$ cat config.mk
export PLATFORM = sky130hd
export DESIGN_NAME = seq_divider_32
export DESIGN_NICKNAME = d
export VERILOG_FILES = /design/src/rtl/div_pkg.sv /design/src/rtl/cla_sub_n.sv /design/src/rtl/seq_divider_32.sv
export SDC_FILE = /design/constraint.sdc
export NUM_CORES = 1
export LEC_CHECK = 0
export CORE_ASPECT_RATIO = 1.1
export CORE_MARGIN = 3
export CORE_UTILIZATION = 57
export DETAILED_ROUTE_END_ITERATION = 6
export PLACE_DENSITY_LB_ADDON = 0.15
export SYNTH_ARGS = -nofsm -noshare
export SYNTH_HDL_FRONTEND = slang
export SYNTH_HIERARCHICAL = 1
export SYNTH_SLANG_ARGS = --single-unit
$ cat constraint.sdc
create_clock -name clk -period 3.9 [get_ports clk]
set_input_delay 0.975 -clock clk [delete_from_list [all_inputs] [get_ports clk]]
set_output_delay 0.975 -clock clk [all_outputs]
set_load 0.05 [all_outputs]
$ cat src/rtl/div_pkg.sv
// Shared definitions for the iterative signed divider: FSM states,
// default width and the iteration-counter width helper.
package div_pkg;

  localparam int DIV_WIDTH = 32;

  typedef enum logic [1:0] {
    IDLE = 2'd0,
    ITER = 2'd1,
    FIX  = 2'd2,
    DZ   = 2'd3
  } div_state_e;

  function automatic int cnt_w(input int w);
    return $clog2(w) + 1;
  endfunction

  localparam int CNT_W = cnt_w(DIV_WIDTH);

endpackage

$ cat src/rtl/cla_sub_n.sv
// N-bit subtractor computing a + ~b + 1 through chained 4-bit
// carry-lookahead groups; borrow_out is the inverted final carry.
module cla_sub_n #(
  parameter int N = 32
) (
  input  logic [N-1:0] a,
  input  logic [N-1:0] b,
  output logic [N-1:0] diff,
  output logic         borrow_out
);

  localparam int G = N / 4;

  logic [N-1:0] b_n;
  logic [N-1:0] gen;
  logic [N-1:0] prop;
  logic [G:0]   c;

  assign b_n  = ~b;
  assign gen  = a & b_n;
  assign prop = a ^ b_n;
  assign c[0] = 1'b1;

  for (genvar gi = 0; gi < G; gi++) begin : g_grp
    logic [3:0] gg;
    logic [3:0] pp;
    logic [4:0] cc;

    assign gg    = gen[4*gi +: 4];
    assign pp    = prop[4*gi +: 4];
    assign cc[0] = c[gi];
    assign cc[1] = gg[0] | (pp[0] & cc[0]);
    assign cc[2] = gg[1] | (pp[1] & gg[0]) | (pp[1] & pp[0] & cc[0]);
    assign cc[3] = gg[2] | (pp[2] & gg[1]) | (pp[2] & pp[1] & gg[0])
                 | (pp[2] & pp[1] & pp[0] & cc[0]);
    assign cc[4] = gg[3] | (pp[3] & gg[2]) | (pp[3] & pp[2] & gg[1])
                 | (pp[3] & pp[2] & pp[1] & gg[0]) | ((&pp) & cc[0]);

    assign diff[4*gi +: 4] = pp ^ cc[3:0];
    assign c[gi+1]         = cc[4];
  end

  assign borrow_out = ~c[G];

endmodule

$ cat src/rtl/seq_divider_32.sv
// Iterative signed restoring divider: quotient for LO, remainder for HI,
// one trial subtraction per cycle, start/done handshake for the control unit.
module seq_divider_32
  import div_pkg::*;
#(
  parameter int WIDTH = DIV_WIDTH
) (
  input  logic             clk,
  input  logic             clr_n,
  input  logic             start,
  input  logic [WIDTH-1:0] i_dividend,
  input  logic [WIDTH-1:0] i_divisor,
  output logic             busy,
  output logic             done,
  output logic [WIDTH-1:0] quotient,
  output logic [WIDTH-1:0] remainder,
  output logic             div_by_zero,
  output logic [1:0]       dbg_state
);

  // Handshake: start (with operands) is taken only on an edge where the FSM
  // is IDLE; busy covers the operation; done is a one-cycle pulse, and the
  // result outputs hold until the next completion. start in the done cycle
  // is accepted at the following edge.

  localparam int CW = cnt_w(WIDTH);

  div_state_e       state_q, state_d;
  logic [CW-1:0]    count_q, count_d;
  logic [WIDTH-1:0] r_q, r_d;
  logic [WIDTH-1:0] q_q, q_d;
  logic [WIDTH-1:0] d_q, d_d;
  logic             neg_quo_q, neg_quo_d;
  logic             neg_rem_q, neg_rem_d;
  logic [WIDTH-1:0] quotient_q, quotient_d;
  logic [WIDTH-1:0] remainder_q, remainder_d;
  logic             dz_q, dz_d;
  logic             done_q, done_d;
  logic             busy_q, busy_d;

  // R is stored as WIDTH bits: since R < D, its extra top bit only exists
  // for the cycle of the shift, where it is the MSB of shift_r.
  logic [WIDTH:0]   shift_r;
  logic [WIDTH-1:0] trial_diff;
  logic             trial_borrow;
  logic             trial_ok;
  logic [WIDTH-1:0] dividend_abs;
  logic [WIDTH-1:0] divisor_abs;

  assign shift_r  = {r_q, q_q[WIDTH-1]};
  assign trial_ok = shift_r[WIDTH] | ~trial_borrow;

  assign dividend_abs = i_dividend[WIDTH-1] ? (~i_dividend + WIDTH'(1)) : i_dividend;
  assign divisor_abs  = i_divisor[WIDTH-1]  ? (~i_divisor + WIDTH'(1))  : i_divisor;

  cla_sub_n #(.N(WIDTH)) u_trial_sub (
    .a          (shift_r[WIDTH-1:0]),
    .b          (d_q),
    .diff       (trial_diff),
    .borrow_out (trial_borrow)
  );

  always_comb begin
    state_d     = state_q;
    count_d     = count_q;
    r_d         = r_q;
    q_d         = q_q;
    d_d         = d_q;
    neg_quo_d   = neg_quo_q;
    neg_rem_d   = neg_rem_q;
    quotient_d  = quotient_q;
    remainder_d = remainder_q;
    dz_d        = dz_q;
    done_d      = 1'b0;
    busy_d      = busy_q;
    case (state_q)
      IDLE: begin
        if (start) begin
          busy_d = 1'b1;
          dz_d   = 1'b0;
          if (i_divisor == '0) begin
            // Q holds the raw dividend so DZ can return it as the remainder.
            q_d     = i_dividend;
            state_d = DZ;
          end else begin
            q_d       = dividend_abs;
            d_d       = divisor_abs;
            neg_quo_d = i_dividend[WIDTH-1] ^ i_divisor[WIDTH-1];
            neg_rem_d = i_dividend[WIDTH-1];
            r_d       = '0;
            count_d   = '0;
            state_d   = ITER;
          end
        end
      end
      ITER: begin
        r_d     = trial_ok ? trial_diff : shift_r[WIDTH-1:0];
        q_d     = {q_q[WIDTH-2:0], trial_ok};
        count_d = count_q + CW'(1);
        if (count_q == CW'(WIDTH - 1)) state_d = FIX;
      end
      FIX: begin
        quotient_d  = neg_quo_q ? (~q_q + WIDTH'(1)) : q_q;
        remainder_d = neg_rem_q ? (~r_q + WIDTH'(1)) : r_q;
        done_d      = 1'b1;
        busy_d      = 1'b0;
        state_d     = IDLE;
      end
      DZ: begin
        quotient_d  = '1;
        remainder_d = q_q;
        dz_d        = 1'b1;
        done_d      = 1'b1;
        busy_d      = 1'b0;
        state_d     = IDLE;
      end
      default: state_d = IDLE;
    endcase
  end

  always_ff @(posedge clk or negedge clr_n) begin
    if (!clr_n) begin
      state_q     <= IDLE;
      count_q     <= '0;
      r_q         <= '0;
      q_q         <= '0;
      d_q         <= '0;
      neg_quo_q   <= 1'b0;
      neg_rem_q   <= 1'b0;
      quotient_q  <= '0;
      remainder_q <= '0;
      dz_q        <= 1'b0;
      done_q      <= 1'b0;
      busy_q      <= 1'b0;
    end else begin
      state_q     <= state_d;
      count_q     <= count_d;
      r_q         <= r_d;
      q_q         <= q_d;
      d_q         <= d_d;
      neg_quo_q   <= neg_quo_d;
      neg_rem_q   <= neg_rem_d;
      quotient_q  <= quotient_d;
      remainder_q <= remainder_d;
      dz_q        <= dz_d;
      done_q      <= done_d;
      busy_q      <= busy_d;
    end
  end

  assign busy        = busy_q;
  assign done        = done_q;
  assign quotient    = quotient_q;
  assign remainder   = remainder_q;
  assign div_by_zero = dz_q;
  assign dbg_state   = state_q;

endmodule

# Word-level counts from Yosys, hierarchy flattened
# Index checks and enable logic that the tools add are counted.
dict set report classes {
  add_sub_neg 5
  n_eq_ne 7
  n_mux 25
  n_bitwise 214
  reduce_logical 21
}
# cell n
set ops {}
lappend ops {{$mux 32} 9}
lappend ops {{$pmux 32 s2} 4}
lappend ops {{$not 32->32} 5}
lappend ops {{$add 32x1->32 const B} 4}
lappend ops {{$and 1x1->1} 116}
lappend ops {{$or 1x1->1} 81}
lappend ops {{$and 32x32->32} 1}
lappend ops {{$logic_not 32->1} 1}
lappend ops {{$reduce_and 4->1} 8}
lappend ops {{$xor 32x32->32} 1}
lappend ops {{$xor 4x4->4} 8}
lappend ops {{$mux 6} 2}
lappend ops {{$pmux 6 s2} 1}
lappend ops {{$reduce_and 2->1} 4}
lappend ops {{$reduce_bool 2->1} 4}
lappend ops {{$add 6x1->6 const B} 1}
lappend ops {{$eq 6x5->1 const B} 1}
lappend ops {{$mux 2} 3}
lappend ops {{$ne 2x2->1 const B} 3}
lappend ops {{$pmux 2 s3} 1}
lappend ops {{$reduce_and 3->1} 2}
lappend ops {{$eq 2x2->1 const B} 2}
lappend ops {{$pmux 1 s2} 2}
lappend ops {{$mux 1} 3}
lappend ops {{5 further kinds} 5}
dict set report word_totals {
  reg_bits 173
  input_bits 67
  output_inout_bits 69
  wordCells 284
}

# Depth between registers and ports, before layout
# Gate-level depths: netlist of run 1.
dict set report depth {
  ltp_word 24
  ltp_mapped 15
  depth_no_buf 13
}

# By module
# Netlist of run 1, hierarchy kept.
# mod instances cells_each area_each_um2 seq_area_each_um2
set by_module_without_submodules {}
lappend by_module_without_submodules {seq_divider_32 1 1069 9675.5 4329.2}
lappend by_module_without_submodules {cla_sub_n 1 208 1545.2 0.0}

# Worst setup path after synthesis of run 1
# OpenSTA, ideal clock, no wires.
dict set report synth_path {
  path_type {flip-flop to flip-flop}
  start {reg r_q[9]}
  end {reg r_q[3]}
  setup_time_ns 0.136
  arrival_ns 3.198
  required_ns 3.764
  path_slack_ns 0.567
  path_stages_with_launch 14
  path_buffers 2
  period_less_slack_ns 3.333
  cell_sequence {dfrtp_1 -> ha_1 -> and3_1 -> and3_4 -> a22oi_1 -> nand4_1 -> nand2_4 -> o221ai_1 -> a21oi_1 -> nor2b_1 -> clkbuf_1 -> clkbuf_1 -> mux2i_1 -> o21ai_0}
}
dict set report synth_via {
  elab_chain_cells 19
  elab_cells_between_ends 26
  cone_classes {mux: 2; bitwise: 23; reduce/logical: 1}
}
# item line_no
set synth_rtl {}
lappend synth_rtl {{start: declaration} seq_divider_32.sv:30} ;# logic [WIDTH-1:0] r_q, r_d;
lappend synth_rtl {{start signal: assignment} seq_divider_32.sv:138} ;# r_q <= r_d;
lappend synth_rtl {{$and 32x32->32 / $xor 32x32->32 (equally long branches)} {cla_sub_n.sv:20, cla_sub_n.sv:21}}
lappend synth_rtl {{$and 1x1->1, on equally long branches} {cla_sub_n.sv:36, cla_sub_n.sv:37}}
lappend synth_rtl {{$or 1x1->1, or another cell as far along} cla_sub_n.sv:36} ;# assign cc[4] = gg[3] | (pp[3] & gg[2]) | (pp[3] & pp[2] & gg[1])
lappend synth_rtl {{$or 1x1->1 / $and 1x1->1 (equally long branches)} {cla_sub_n.sv:36, cla_sub_n.sv:37}}
lappend synth_rtl {{$or 1x1->1} cla_sub_n.sv:37} ;# | (pp[3] & pp[2] & pp[1] & gg[0]) | ((&pp) & cc[0]);
lappend synth_rtl {{$or 1x1->1 (*)} cla_sub_n.sv:37}
lappend synth_rtl {{$and 1x1->1 (*)} cla_sub_n.sv:37}
lappend synth_rtl {{$or 1x1->1 (*)} cla_sub_n.sv:37}
lappend synth_rtl {{[3 not listed]} -}
lappend synth_rtl {{$or 1x1->1 (*)} cla_sub_n.sv:37}
lappend synth_rtl {{$and 1x1->1 (*)} cla_sub_n.sv:37}
lappend synth_rtl {{$or 1x1->1 (*)} cla_sub_n.sv:37}
lappend synth_rtl {{$and 1x1->1 (*)} cla_sub_n.sv:37}
lappend synth_rtl {{$or 1x1->1 (*)} cla_sub_n.sv:37}
lappend synth_rtl {{$or 1x1->1 (*)} seq_divider_32.sv:51} ;# assign trial_ok = shift_r[WIDTH] | ~trial_borrow;
lappend synth_rtl {{$mux 32 (*)} seq_divider_32.sv:97} ;# r_d = trial_ok ? trial_diff : shift_r[WIDTH-1:0];
lappend synth_rtl {{$pmux 32 s2 (*)} seq_divider_32.sv:76} ;# case (state_q)
# Every way passes the cells marked *; elsewhere a longest branch is shown, timed or not.
# A chain may end at the register's enable or synchronous reset.

# Final worst setup path of run 1
dict set report layout_path {
  start {reg r_q[9]}
  end {reg r_q[20]}
}
dict set report layout_via {
  elab_chain_cells 19
  elab_cells_between_ends 27
  cone_classes {mux: 2; bitwise: 24; reduce/logical: 1}
}
# item line_no
set layout_rtl {}
lappend layout_rtl {{$and 32x32->32 / $xor 32x32->32 (equally long branches)} {cla_sub_n.sv:20, cla_sub_n.sv:21}}
lappend layout_rtl {{$and 1x1->1, on equally long branches} {cla_sub_n.sv:36, cla_sub_n.sv:37}}
lappend layout_rtl {{$or 1x1->1, or another cell as far along} cla_sub_n.sv:36}
lappend layout_rtl {{$or 1x1->1 / $and 1x1->1 (equally long branches)} {cla_sub_n.sv:36, cla_sub_n.sv:37}}
lappend layout_rtl {{$or 1x1->1} cla_sub_n.sv:37}
lappend layout_rtl {{$or 1x1->1 (*)} cla_sub_n.sv:37}
lappend layout_rtl {{$and 1x1->1 (*)} cla_sub_n.sv:37}
lappend layout_rtl {{$or 1x1->1 (*)} cla_sub_n.sv:37}
lappend layout_rtl {{[3 not listed]} -}
lappend layout_rtl {{$or 1x1->1} cla_sub_n.sv:37}
lappend layout_rtl {{$and 1x1->1} cla_sub_n.sv:37}
lappend layout_rtl {{$or 1x1->1} cla_sub_n.sv:37}
lappend layout_rtl {{$and 1x1->1} cla_sub_n.sv:37}
lappend layout_rtl {{$or 1x1->1} cla_sub_n.sv:37}
lappend layout_rtl {{$or 1x1->1} seq_divider_32.sv:51}
lappend layout_rtl {{$mux 32 (*)} seq_divider_32.sv:97}
lappend layout_rtl {{$pmux 32 s2 (*)} seq_divider_32.sv:76}
# Marked as above.

==> results of run 1 <==
## area by class of cell
class                   instances  area share [%]
flip-flops and latches        173           32.03
well taps                     247           2.284
clock inverters                13           1.924
repair buffers                157           11.59
clock buffers                  18           3.246
inverters                      91           2.525
multi-input cells             936           46.41
## power by group
part,total (mW),switching (mW),internal (mW)
Combinational,7.09,4.09,3.00
Clock,2.01,0.722,1.29
Sequential,3.71,1.07,2.64
Total,12.8,5.88,6.92
## path summary, 6_finish.rpt
kind	from	endpoint	slack, ns	cells after the start
worst max register to register	r_q[9]$_DFFE_PN0P_	r_q[20]$_DFFE_PN0P_	0.33	12
min in group asynchronous	clr_n	quotient[6]$_DFFE_PN0N_	0.57	1
worst min-delay path	d_q[22]$_DFFE_PN0P_	d_q[22]$_DFFE_PN0P_	0.48	2
max in group asynchronous	clr_n	remainder[27]$_DFFE_PN0N_	2.45	2
worst max-delay path	r_q[9]$_DFFE_PN0P_	r_q[20]$_DFFE_PN0P_	0.33	12
worst min register to register	d_q[22]$_DFFE_PN0P_	d_q[22]$_DFFE_PN0P_	0.48	2
## registers in the layout, indices dropped and copies added, names as in the netlist
register / flops
r_q: 32
neg_quo_q: 1
neg_rem_q: 1
remainder: 32
busy: 1
div_by_zero: 1
done: 1
quotient: 32
q_q: 32
count_q: 6
d_q: 32
dbg_state: 2
## cell families (layout without fill, tap and decap cells)
family	Yosys count	in the layout
AO/OA/AOI/OAI	373	373
XOR/XNOR	138	138
adder cells (fa/ha/maj)	45	45
buffers and inverters	168	279
flip-flops	173	173
multiplexers	46	46
AND/OR/NAND/NOR	334	334
## stage by stage
stage / worst slack (ns) / cell area (um2) / instances / power, mW / util, %
floorplan: 0.5666 / 11220 / 1277 / 8.828 / -
global placement: 0.2056 / 12830 / 1604 / 10.47 / 66.71
detailed placement: 0.1500 / 12830 / 1604 / 10.73 / 66.71
CTS: 0.3868 / 13530 / 1635 / 12.81 / 70.35
global route: 0.1096 / 13530 / 1635 / 13.83 / 70.35
finish: 0.3339 / 13530 / 1635 / 12.80 / 70.35
## synthesized netlist by cell type, drive strengths merged (9+ instances only)
library cell  number  share of area [%]
o22ai             40                2.3
a21oi             86                3.9
nand2            117                4.0
o221ai             9               0.70
nor3              16               0.71
nor2              76                2.6
mux2i             38                3.4
inv               91                3.0
xor2              98                7.6
clkbuf            65                2.2
or3               23                1.3
or4               25                1.8
nand3             23                1.1
buf               12               0.47
dfrtp            173                 39
o211ai            10               0.67
xnor2             40                3.1
o41ai             17                1.4
o31ai             36                2.5
nor4               9               0.50
ha                38                4.2
o21ai            129                5.8
## routing by layer
metal | vias up | GRT usage, % | part of all wire (%)
met1 | 4681 | 36.20 | 44
met5 | - | 0 | 0
met4 | 0 | 9.275 | 2.1
met3 | 45 | 4.036 | 5.7
met2 | 322 | 43.14 | 48
li1 | 4724 | - | -
## worst reg2reg max path: stages, from the launching register on
cell	delay (ns)
dfrtp_1	0.47
ha_1	0.41
and3_1	0.21
and3_4	0.19
a22oi_1	0.37
nand4_1	0.34
nand2_4	0.20
o221ai_1	0.18
a21oi_1	0.24
nor2b_4	0.19
buf_12	0.23
mux2i_1	0.28
o21ai_0	0.09
==> flow_summary.yaml, run 1 <==
clock_network:
  hold_buffers: 0
  clock_path_buffers: 2
  clk_pin_slew_ns: 0.07
  clockRootBuffer: "clkbuf_16"
  clk_latency_ns: 0.43
  cts_buffers: 17
  tritoncts: "built"
  numClockSinks: 173
  htree_levels: 4
  cts_resized: 0
  post_cts_buffers: 0
run:
  drv_cap: 0
global_route:
  grt_overflow: 0
  grt_max_degree: 74
  grt_usage_pct: 26.46
  first_global_vias: 9402
  grt_pass1_wl_mm: 47.03
  antenna_found_initial: 0
layout:
  diodes: 0
  final_cell_mix: "dfrtp_1 (172), clkdlybuf4s50_1 (134), o21ai_0 (125)"
  regArea_um2: 4333
  multi_input_area_um2: 6279
  finalNetCount: 1488
  syn_to_final_growth_pct: 20.57
  layout-drive-gt1-share_pct: 6.916
  n_fill_cell: 1512
  mostFrequentLayoutCell: "dfrtp_1"
logic_synthesis:
  synth_area_per_cell_um2: 8.787
  synth_edf_count: 0
  yosys.area_share.simple_pct: 14.69
  yosysUniqueCellTypes: 63
  syn-num-nets: 1389
  muxShareOfSynthArea_pct: 4.193
  synth_top_family_by_area: "compound AO/OA/AOI/OAI gates"
  synthFlopType: "dfrtp_1"
  ys_ff_latch: 173
  synthArstFlopShare_pct: 100.0
  synthCells: 1277
  yosysSeqAreaShare_pct: 38.58
  synth_fa_ha_area_share_pct: 5.486
  synth-compound-area-share_pct: 20.60
  synth-xor-area-share_pct: 10.77
  ys_warn_count: 6
  synthesis.area_um2: 11220
sta:
  fin_crit_ns: 3.566
  timing.fmax_ghz: 0.2804
  finalCritPeriodShare_pct: 91.44
  hold_viol: 0
  slew_viol_final: 0
  final.setup.tns_ns: 0
  fin_skew_ns: 0.007065
  finalHoldWorstSlack_ns: 0.4780
  rsz0062_at_grt: "no"
  worst_pin_slew_ns: 1.199
  slew_headroom_pct: 20.09
  setup_viol: 0
floorplan:
  core_region_area_um2: 19230
  start_util_pct: 58.35
  die_area_um2: 21410
  rows: 53
  ios: 136
  die_width_um: 139.8
  die_h_um: 153.2
route:
  via_count: 9772
  final_antenna_net_count: 0
  post_drt_wl_per_cell_um: 17.38
  viasPerCell: 5.977
  dr.first_iter.drc_count: 724
  drt_wl_total_mm: 28.42
  drc: 0
  firstDrtPassIters: 5
critical_path:
  max_stage_delay_ns: 0.47
  critPathLaunchType: "flop"
  crit_arrival_ns: 3.82
  cp_slowest_cell: "dfrtp_1"
  cp-end-kind: "flop"
  cp_max_fo: 33
  critPathRequiredTime_ns: 4.16
  worstPathCellList: "ha_1, and3_1, and3_4, a22oi_1, nand4_1, nand2_4, o221ai_1, a21oi_1, nor2b_4, buf_12, mux2i_1, o21ai_0"
  path_buf_inv: 1
  crit_type: "flop to flop"
  cp_top_family: "simple AND/OR/NAND/NOR gates"
run_status:
  status: "finished, final reports clean"
power_and_ir_drop:
  leakage_nw: 5.583
  vdd_drop_max_v: 0.0005035
  power_density_nw_per_um2: 946.3
placement:
  buffer_ports.inserted: 135
  hpwl_mm: 20.69
  place.gp.congestion: 0.9147
worst_hold_path:
  hp-class: "flop to flop"
Power figures use the tool's default switching activity.
==> run 2, diff against run 1 <==
--- a/config.mk
+++ b/config.mk
@@ -10,6 +10,7 @@
 export CORE_UTILIZATION = 57
 export DETAILED_ROUTE_END_ITERATION = 6
 export PLACE_DENSITY_LB_ADDON = 0.15
+export SKIP_LAST_GASP = 1
 export SYNTH_ARGS = -nofsm -noshare
 export SYNTH_HDL_FRONTEND = slang
 export SYNTH_HIERARCHICAL = 1
==> results of run 2 <==
Same layout as run 1: the final DEF is identical, and so are final timing and power.
==> run 3, diff against run 2 <==
--- a/config.mk
+++ b/config.mk
@@ -10,6 +10,7 @@
 export CORE_UTILIZATION = 57
 export DETAILED_ROUTE_END_ITERATION = 6
 export PLACE_DENSITY_LB_ADDON = 0.15
+export RECOVER_POWER = 50
 export SKIP_LAST_GASP = 1
 export SYNTH_ARGS = -nofsm -noshare
 export SYNTH_HDL_FRONTEND = slang
==> run 3 against run 2 <==
Effect of this change: the flow now finishes with violations (max-capacitance violations, max-slew violations); flip-flop and latch count did not move; sequential power barely moved; wire length barely moved.
==> flow_summary.yaml, run 3 (synthesized netlist as in run 1, its figures left out) <==
run_status:
  status: "finished with violations"
  violations: "max-capacitance violations, max-slew violations"
power_and_ir_drop:
  vdd_drop_max_v: 0.0005043
  power_density_nw_per_um2: 948.5
  p_total_mw: 12.80
  leakage_nw: 5.567
sta:
  setup_viol: 0
  slew_headroom_pct: -31.64
  slew_viol_final: 122
  rsz0062_at_grt: "no"
  final.setup.tns_ns: 0
  timing.fmax_ghz: 0.2779
  fin_skew_ns: 0.005680
  worst_pin_slew_ns: 1.975
  fin_crit_ns: 3.599
  hold_viol: 0
  finalCritPeriodShare_pct: 92.27
  fin_ws_ns: 0.3014
route:
  via_count: 9869
  viasPerCell: 6.036
  post_drt_wl_per_cell_um: 17.37
  final_antenna_net_count: 0
  drt_wl_total_mm: 28.41
  firstDrtPassIters: 5
  dr.first_iter.drc_count: 823
  drc: 0
clock_network:
  cts_resized: 0
  clk_pin_slew_ns: 0.07
  cts_buffers: 17
  post_cts_buffers: 0
  clk_latency_ns: 0.43
  tritoncts: "built"
  clock_path_buffers: 2
  numClockSinks: 173
  hold_buffers: 0
  clockRootBuffer: "clkbuf_16"
  htree_levels: 4
critical_path:
  cp_num_cells: 12
  critPathRequiredTime_ns: 4.16
  path_buf_inv: 1
  ff2ff_setup_slack_ns: 0.30
  r2r_start: "r_q[9]$_DFFE_PN0P_"
  critPathLaunchType: "flop"
  rr_worst_depth: 12
  worstPathCellList: "ha_1, and3_1, and3_4, a22oi_1, nand4_1, nand2_4, o221ai_1, a21oi_1, nor2b_4, buf_12, mux2i_1, o21ai_0"
  cp_top_family: "simple AND/OR/NAND/NOR gates"
  max_stage_delay_ns: 0.47
  crit_start: "r_q[9]$_DFFE_PN0P_"
  crit_type: "flop to flop"
  cp-end-kind: "flop"
  crit_end: "r_q[20]$_DFFE_PN0P_"
  regToRegEndpoint: "r_q[20]$_DFFE_PN0P_"
  crit_arrival_ns: 3.86
  cp_slowest_cell: "dfrtp_1"
  cp_max_fo: 33
global_route:
  grt_usage_pct: 26.46
  first_global_vias: 9402
  grt_max_degree: 74
  grt_overflow: 0
  antenna_found_initial: 0
  grt_pass1_wl_mm: 47.03
placement:
  hpwl_mm: 20.69
  buffer_ports.inserted: 135
  place.gp.congestion: 0.9147
  place_ws_ns: 0.1500
layout:
  mostFrequentLayoutCell: "dfrtp_1"
  finalNetCount: 1488
  layout-drive-gt1-share_pct: 6.772
  diodes: 0
  utilization_pct: 70.18
  syn_to_final_growth_pct: 20.27
  final_cell_mix: "dfrtp_1 (172), clkdlybuf4s50_1 (133), o21ai_0 (125)"
floorplan:
  ios: 136
  start_util_pct: 58.35
  core_region_area_um2: 19230
  rows: 53
  die_width_um: 139.8
  die_h_um: 153.2
  die_area_um2: 21410
run:
  drv_cap: 2
worst_hold_path:
  hp-class: "flop to flop"
[run 3: how the worst min path moves through the flow]
stage	from	end	slack, ns	cells after the start
after floorplan	d_q[10]$_DFFE_PN0P_	d_q[10]$_DFFE_PN0P_	0.45	2
after global placement	d_q[22]$_DFFE_PN0P_	d_q[22]$_DFFE_PN0P_	0.46	2
after detailed placement	d_q[22]$_DFFE_PN0P_	d_q[22]$_DFFE_PN0P_	0.47	2
after CTS	d_q[22]$_DFFE_PN0P_	d_q[22]$_DFFE_PN0P_	0.48	2
after global routing	d_q[18]$_DFFE_PN0P_	d_q[18]$_DFFE_PN0P_	0.51	2
final	d_q[22]$_DFFE_PN0P_	d_q[22]$_DFFE_PN0P_	0.48	2
[run 3: metrics by stage]
| stage | hold slack, ns | cells | cell area, um2 |
|---|---|---|---|
| 2_1_floorplan | 0.4498 | 1277 | 11220 |
| 3_3_place_gp | 0.4619 | 1604 | 12830 |
| 3_5_place_dp | 0.4702 | 1604 | 12830 |
| 4_1_cts | 0.4849 | 1635 | 13530 |
| 5_1_grt | 0.5086 | 1635 | 13500 |
| 6_report | 0.4779 | 1635 | 13500 |
[run 3: power breakdown]
part           internal [mW]  switching (mW)
logic                   3.00            4.09
registers               2.64            1.07
clock network           1.29           0.719
[run 3: layout make-up]
type | count | area [um2]
Tap cell | 247 | 309.0
Fill cell | 1521 | 5736
Clock buffer | 18 | 439.2
Sequential cell | 173 | 4333
Multi-Input combinational cell | 936 | 6279
Clock inverter | 13 | 260.3
Inverter | 91 | 341.6
Timing Repair Buffer | 157 | 1534
[run 3: worst min-delay path, delay by kind of cell, from the launching register on]
family | cells | cell delay [ns]
flip-flops | 1 | 0.34
AO/OA/AOI/OAI | 1 | 0.06
AND/OR/NAND/NOR | 1 | 0.04
[run 3: metal layers]
metal / wire [um] / GRT usage [%] / part of all wire, % / up-vias
met5: 0 / 0 / 0 / -
met4: 627 / 9.275 / 2.2 / 0
met3: 1836 / 4.036 / 6.5 / 47
met2: 13650 / 43.14 / 48 / 343
met1: 12300 / 36.20 / 43 / 4737
li1: - / - / - / 4742
